**config.mk**
```make
export PLATFORM = sky130hd
export DESIGN_NAME = gray_ptr_ctrl
export DESIGN_NICKNAME = d
export VERILOG_FILES = /design/src/rtl/pkg_graybin.sv /design/src/rtl/sync_ff.sv /design/src/rtl/gray_ptr_ctrl.sv
export SDC_FILE = /design/constraint.sdc
export NUM_CORES = 1
export LEC_CHECK = 0
export CAP_MARGIN = 20
export CORE_AREA = 2 2 68 44
export DETAILED_ROUTE_END_ITERATION = 8
export DIE_AREA = 0 0 70 46
export MAX_ROUTING_LAYER = met4
export RECOVER_POWER = 100
export REMOVE_ABC_BUFFERS = 1
export SETUP_SLACK_MARGIN = 0.5
export SLEW_MARGIN = 5
export SYNTH_ARGS = -nofsm -noshare
export SYNTH_HDL_FRONTEND = slang
export SYNTH_SLANG_ARGS = --single-unit
```
**constraint.sdc**
```tcl
create_clock -name clk -period 4.3 [get_ports clk]
set_input_delay 0.645 -clock clk [delete_from_list [all_inputs] [get_ports clk]]
set_output_delay 0.645 -clock clk [all_outputs]
set_load 0.005 [all_outputs]
```
**src/rtl/pkg_graybin.sv**
```systemverilog
// rtl/pkg_graybin.sv - shared FIFO side enum and width-generic Gray/binary conversion
package pkg_graybin;

  typedef enum logic {SIDE_WR = 1'b0, SIDE_RD = 1'b1} fifo_side_e;

  localparam int GB_MAXW = 32;

  // Callers zero-extend into GB_MAXW bits and pass their real width in w.
  function automatic logic [GB_MAXW-1:0] bin2gray(input logic [GB_MAXW-1:0] b, input int w);
    logic [GB_MAXW-1:0] g;
    g = '0;
    for (int i = 0; i < GB_MAXW - 1; i++) begin
      if (i < w - 1)
        g[i] = b[i] ^ b[i+1];
      else if (i == w - 1)
        g[i] = b[i];
    end
    if (w == GB_MAXW)
      g[GB_MAXW-1] = b[GB_MAXW-1];
    return g;
  endfunction

  function automatic logic [GB_MAXW-1:0] gray2bin(input logic [GB_MAXW-1:0] g, input int w);
    logic [GB_MAXW-1:0] b;
    b = '0;
    if (w == GB_MAXW)
      b[GB_MAXW-1] = g[GB_MAXW-1];
    for (int i = GB_MAXW - 2; i >= 0; i--) begin
      if (i == w - 1)
        b[i] = g[i];
      else if (i < w - 1)
        b[i] = b[i+1] ^ g[i];
    end
    return b;
  endfunction

endpackage

```
**src/rtl/sync_ff.sv**
```systemverilog
// rtl/sync_ff.sv - WIDTH x STAGES flop chain for crossing a Gray pointer into clk
module sync_ff #(
  parameter int WIDTH  = 4,
  parameter int STAGES = 2
) (
  input  logic             clk,
  input  logic             rst_n,
  input  logic [WIDTH-1:0] d,
  output logic [WIDTH-1:0] q
);

  logic [WIDTH-1:0] chain [STAGES];

  always_ff @(posedge clk or negedge rst_n) begin
    if (!rst_n) begin
      for (int i = 0; i < STAGES; i++)
        chain[i] <= '0;
    end else begin
      chain[0] <= d;
      for (int i = 1; i < STAGES; i++)
        chain[i] <= chain[i-1];
    end
  end

  assign q = chain[STAGES-1];

endmodule

```
**src/rtl/gray_ptr_ctrl.sv**
```systemverilog
// rtl/gray_ptr_ctrl.sv - one-side dual-clock FIFO pointer with synchronised remote pointer and flags
module gray_ptr_ctrl
  import pkg_graybin::*;
#(
  parameter int         DEPTH       = 8,
  parameter fifo_side_e SIDE        = SIDE_WR,
  parameter int         SYNC_STAGES = 2,
  parameter int         ALMOST_TH   = 1,
  localparam int        AW          = $clog2(DEPTH)
) (
  input  logic          clk,
  input  logic          rst_n,
  input  logic          inc,
  input  logic [AW:0]   remote_gptr,
  output logic [AW-1:0] addr,
  output logic [AW:0]   bptr,
  output logic [AW:0]   gptr,
  output logic          flag,
  output logic          almost_flag,
  output logic [AW:0]   level,
  output logic          ovf_err
);

  localparam int  W         = AW + 1;
  localparam logic FLAG_RST = (SIDE == SIDE_RD);

  logic [AW:0] sgptr;
  logic [AW:0] rbin;
  logic [AW:0] bnext;
  logic [AW:0] gnext;
  logic [AW:0] lnext;
  logic        adv;
  logic        flag_next;
  logic        almost_next;

  sync_ff #(
    .WIDTH  (W),
    .STAGES (SYNC_STAGES)
  ) u_sync (
    .clk   (clk),
    .rst_n (rst_n),
    .d     (remote_gptr),
    .q     (sgptr)
  );

  // Flags are computed from next-state values so a local inc is reflected at the same edge.
  always_comb begin
    adv         = inc & ~flag;
    rbin        = W'(gray2bin(32'(sgptr), W));
    bnext       = bptr + W'(adv);
    gnext       = W'(bin2gray(32'(bnext), W));
    lnext       = '0;
    flag_next   = 1'b0;
    almost_next = 1'b0;
    if (SIDE == SIDE_WR) begin
      lnext       = bnext - rbin;
      flag_next   = (lnext == W'(DEPTH));
      almost_next = (lnext >= W'(DEPTH - ALMOST_TH));
    end else begin
      lnext       = rbin - bnext;
      flag_next   = (lnext == '0);
      almost_next = (lnext <= W'(ALMOST_TH));
    end
  end

  always_ff @(posedge clk or negedge rst_n) begin
    if (!rst_n) begin
      bptr        <= '0;
      gptr        <= '0;
      level       <= '0;
      flag        <= FLAG_RST;
      almost_flag <= FLAG_RST;
      ovf_err     <= 1'b0;
    end else begin
      bptr        <= bnext;
      gptr        <= gnext;
      level       <= lnext;
      flag        <= flag_next;
      almost_flag <= almost_next;
      ovf_err     <= inc & flag;
    end
  end

  assign addr = bptr[AW-1:0];

endmodule

```
* Word-level counts from Yosys, hierarchy flattened
Index checks and enable logic that the tools add are counted.
Operators by class: $add $sub $neg 2, multiply operators 0, div/mod/pow operators 0, magnitude comparators 1, equality and inequality tests 1, shift-type cells 0, muxes and demuxes 0, bitwise logic cells 9, reductions and logical operators 0
Operators by type and width (count):
- $xor 1x1->1 | 6
- $add 4x1->4 | 1
- $eq 4x4->1 const B | 1
- $ge 4x3->1 const B | 1
- $sub 4x4->4 | 1
- $and 1x1->1 | 2
- $not 1->1 | 1
Storage, ports and cells: bits in registers 23, latch bits 0, RAM bits 0, ROM bits 0, bits of input ports 7, word-level logic and storage cells 21, memories 0

* Logic depth before layout (Yosys ltp)
word-level depth 5, mapped depth 8, gate-level depth less buffers 8

* Hierarchy
Synthesis repeated with hierarchy kept, for this count alone.
Second synthesis, totals: cells, all modules 72, area, all modules 985.9 um^2
By module, submodules not included:
- gray_ptr_ctrl | times used 1, cells an instance 60, area an instance 755.7 um^2, seq. area each 350.3 um^2
- sync_ff | times used 1, cells an instance 12, area an instance 230.2 um^2, seq. area each 200.2 um^2

* Worst setup path before layout
OpenSTA, ideal clock, no wires.
path kind input to register, start input port inc, end register flag, library setup time 101 ps, arrival time 2534 ps, setup slack 1666 ps, cell stages on the path 8, buffers on the path 0, cell sequence nor2b_1 > ha_1 > ha_1 > inv_1 > fa_1 > inv_1 > or3_1 > o32ai_1
On the way: longest elaborated chain between the ends 4
RTL lines:
- from (decl) | RTL line gray_ptr_ctrl.sv:13 | input logic inc,
- $and 1x1->1 | RTL line gray_ptr_ctrl.sv:48 | adv = inc & ~flag;
- $add 4x1->4 | RTL line gray_ptr_ctrl.sv:50 | bnext = bptr + W'(adv);
- net bnext[1] | RTL line gray_ptr_ctrl.sv:29 | logic [AW:0] bnext;
- $sub 4x4->4 | RTL line gray_ptr_ctrl.sv:56 | lnext = bnext - rbin;
- net lnext[1] | RTL line gray_ptr_ctrl.sv:31 | logic [AW:0] lnext;
- $eq 4x4->1 | RTL line gray_ptr_ctrl.sv:57 | flag_next = (lnext == W'(DEPTH));
- net flag_next | RTL line gray_ptr_ctrl.sv:33 | logic flag_next;
- to (signal assigned) | RTL line gray_ptr_ctrl.sv:78 | flag <= flag_next;
- to (decl) | RTL line gray_ptr_ctrl.sv:18 | output logic flag,
The timed path passes the listed nets, and every way through them passes these cells.

* Worst setup path in the final report
Ends and elaborated chain as after synthesis.

==> impl_metrics.toml <==
[status]
outcome = "completed"

[floorplan]
pin_count = 25
core-area_um2 = 2670
die_width_um = 70
row_count = 15
dieHeight_um = 46
dieArea_um2 = 3220
start_util = 0.359

[final_layout]
fin_nets = 106
drive_gt1_frac = 0.108
area_growth_pct = 29.8
final_core_util = 0.466
antenna_cells = 0

[power]
p_per_area_nw_per_um2 = 767
power.leakage_nw = 0.571
vdd_ir_drop_max_v = 0.000269

[critical_path]
ff2ff_path_depth = 8
cp-end-kind = "flop"
crit_start = "inc"
critical_path_class = "in2reg"
endpoint = "flag"
r2r_start = "u_sync.q[3]"
reg2reg_to = "flag"
cp-start-kind = "input port"
required_ns = 4.47
rrSetupSlack_ns = 1.66
path_max_fanout = 5
critPathArrivalTime_ns = 3.23

[cts]
clockBufferDepth = 2
clock_sinks = 22
cts_setup_buffers = 0
clk_latency_ns = 0.26
cts-resized-gates = 0
ctsHoldBuffers = 0
cts_tree = "built"
htree_levels = 1
clockRootBuffer = "clkbuf_8"
numCtsBuffers = 3
clk_pin_slew_ns = 0.08

[synth]
syn_avg_cell_area_um2 = 14.1
synth_cell_types = 23
synth_area_um2 = 956
ys_ff_latch = 22
synthCells = 68
seq_area_frac_synth = 0.576
yosysWarnings = 0

[grt]
grt_pass1_wl_mm = 2.53
grt_max_degree = 23
track_usage = 0.110
overflow = 0
grt_pass1_vias = 566
antenna_found_initial = 0

[route]
post-route-drc-count = 0
drt_pre_antenna_iters = 4
drt_iter0_markers = 26
wl_mm = 1.46
routedWlPerCell_um = 11.5
vias = 560
via_per_inst = 4.41
ant_nets = 0

[timing]
setup_violations = 0
fin_crit_sh = 0.713
rsz0062_at_grt = "false"
final_max_slew_viol_count = 0
hold_viol = 0
min_period_ns = 3.06
fmax_ghz = 0.326
relSlewSlack = 0.587
setup_tns_ns = 0
worst_pin_slew_ns = 0.619
clock-skew-final_ns = 0.00665

[flow_run]
maxCapViolations = 0

[placement]
place.gp.congestion = 0.778
portBuffers = 24

[hold_path]
hp-class = "reg2reg"
[cell families (layout without fill, tap and decap cells)]
group,count (synthesis),in the layout,share of synthesized area
flip-flops,22,22,0.576
XOR/XNOR,13,13,0.170
AND/OR/NAND/NOR,11,11,0.0615
buffers and inverters,11,36,0.0615
adder cells (fa/ha/maj),5,5,0.0733
AO/OA/AOI/OAI,5,5,0.0471
multiplexers,1,1,0.0105
[cells in the mapped netlist (all sizes together)]
library cell | instances | area (um^2)
dfrtp | 22 | 551
xnor2 | 10 | 136
inv | 7 | 28.8
buf | 4 | 30.0
ha | 4 | 50.1
nand3 | 3 | 15.0
xor2 | 3 | 26.3
and2 | 2 | 13.8
nor2 | 2 | 7.51
nor2b | 2 | 12.5
a21o | 1 | 7.51
fa | 1 | 20.0
mux2i | 1 | 10.0
nand2 | 1 | 3.75
o21ai | 1 | 5.00
o311ai | 1 | 16.3
o31ai | 1 | 7.51
o32ai | 1 | 8.76
or3 | 1 | 6.26
[report_power, final]
group | internal, mW | total [mW] | switching [mW] | leakage (nW)
registers | 0.278 | 0.311 | 0.0323 | 0.261
logic | 0.261 | 0.498 | 0.236 | 0.281
clock network | 0.0815 | 0.143 | 0.0617 | 0.0288
[per-stage QoR]
step	hold slack [ns]	worst slack [ns]	power (mW)	area [um^2]	std cells
3_3_place_gp	0.332	1.15	0.879	1210	122
2_1_floorplan	0.331	1.67	0.663	926	64
4_1_cts	0.353	1.33	1.04	1260	126
6_report	0.349	1.24	0.952	1240	127
5_1_grt	0.361	1.08	1.03	1240	127
3_5_place_dp	0.336	1.07	0.888	1210	122
[worst min-delay path by stage]
stage	from	to	slack, ns	cells after the start
detailed placement	u_sync.chain[6]	u_sync.q[2]	0.34	0
global placement	u_sync.chain[6]	u_sync.q[2]	0.33	0
global route	u_sync.chain[4]	u_sync.q[0]	0.36	0
floorplan	u_sync.chain[4]	u_sync.q[0]	0.33	0
finish	u_sync.chain[6]	u_sync.q[2]	0.35	0
CTS	u_sync.chain[6]	u_sync.q[2]	0.35	0
[metal layers]
metal,vias to the layer above,global-route usage,share of wire
li1,266,-,-
met1,266,0.135,0.47
met2,24,0.168,0.44
met3,4,0.0509,0.081
met4,0,0.0269,0.0075
met5,-,-,0
[state kept, by name, summed over array words and instances, names as in the netlist]
register	cells
ovf_err	1
flag	1
u_sync.q	4
level	4
almost_flag	1
gptr	3
u_sync.chain	4
bptr	4
[layout make-up]
cell class,instances,area (um^2)
fill,258,1420
sequential,22,551
multi-input combinational,35,320
timing repair buffer,25,244
clock buffer,4,55.1
tap,34,42.5
inverter,7,28.8
[cells in the final DEF (no fill, tap or decap)]
master | synthesis | final
nor2b_1 | 2 | 2
or3_1 | 1 | 1
o21ai_0 | 1 | 1
clkbuf_1 | 0 | 1
xnor2_1 | 5 | 6
dfrtp_1 | 22 | 22
nand2_1 | 1 | 1
nand3_1 | 3 | 3
mux2i_1 | 1 | 1
xor2_1 | 3 | 3
inv_4 | 1 | 1
and2_2 | 1 | 1
ha_1 | 4 | 4
xnor2_2 | 4 | 4
a21o_1 | 1 | 1
dlygate4sd3_1 | 0 | 24
nor2_1 | 2 | 2
o32ai_1 | 1 | 1
clkbuf_8 | 0 | 4
inv_1 | 6 | 6
o311ai_0 | 0 | 1
o31ai_1 | 1 | 1
fa_1 | 1 | 1
and2_1 | 1 | 1
[worst max-delay path: stages]
cell and delay (ns):
dlygate4sd3_1 0.55, nor2b_1 0.14, ha_1 0.19, ha_1 0.39, inv_1 0.09, fa_1 0.59
inv_1 0.06, or3_1 0.35, o32ai_1 0.22
Note: power is estimated with default switching activity, not from simulation.
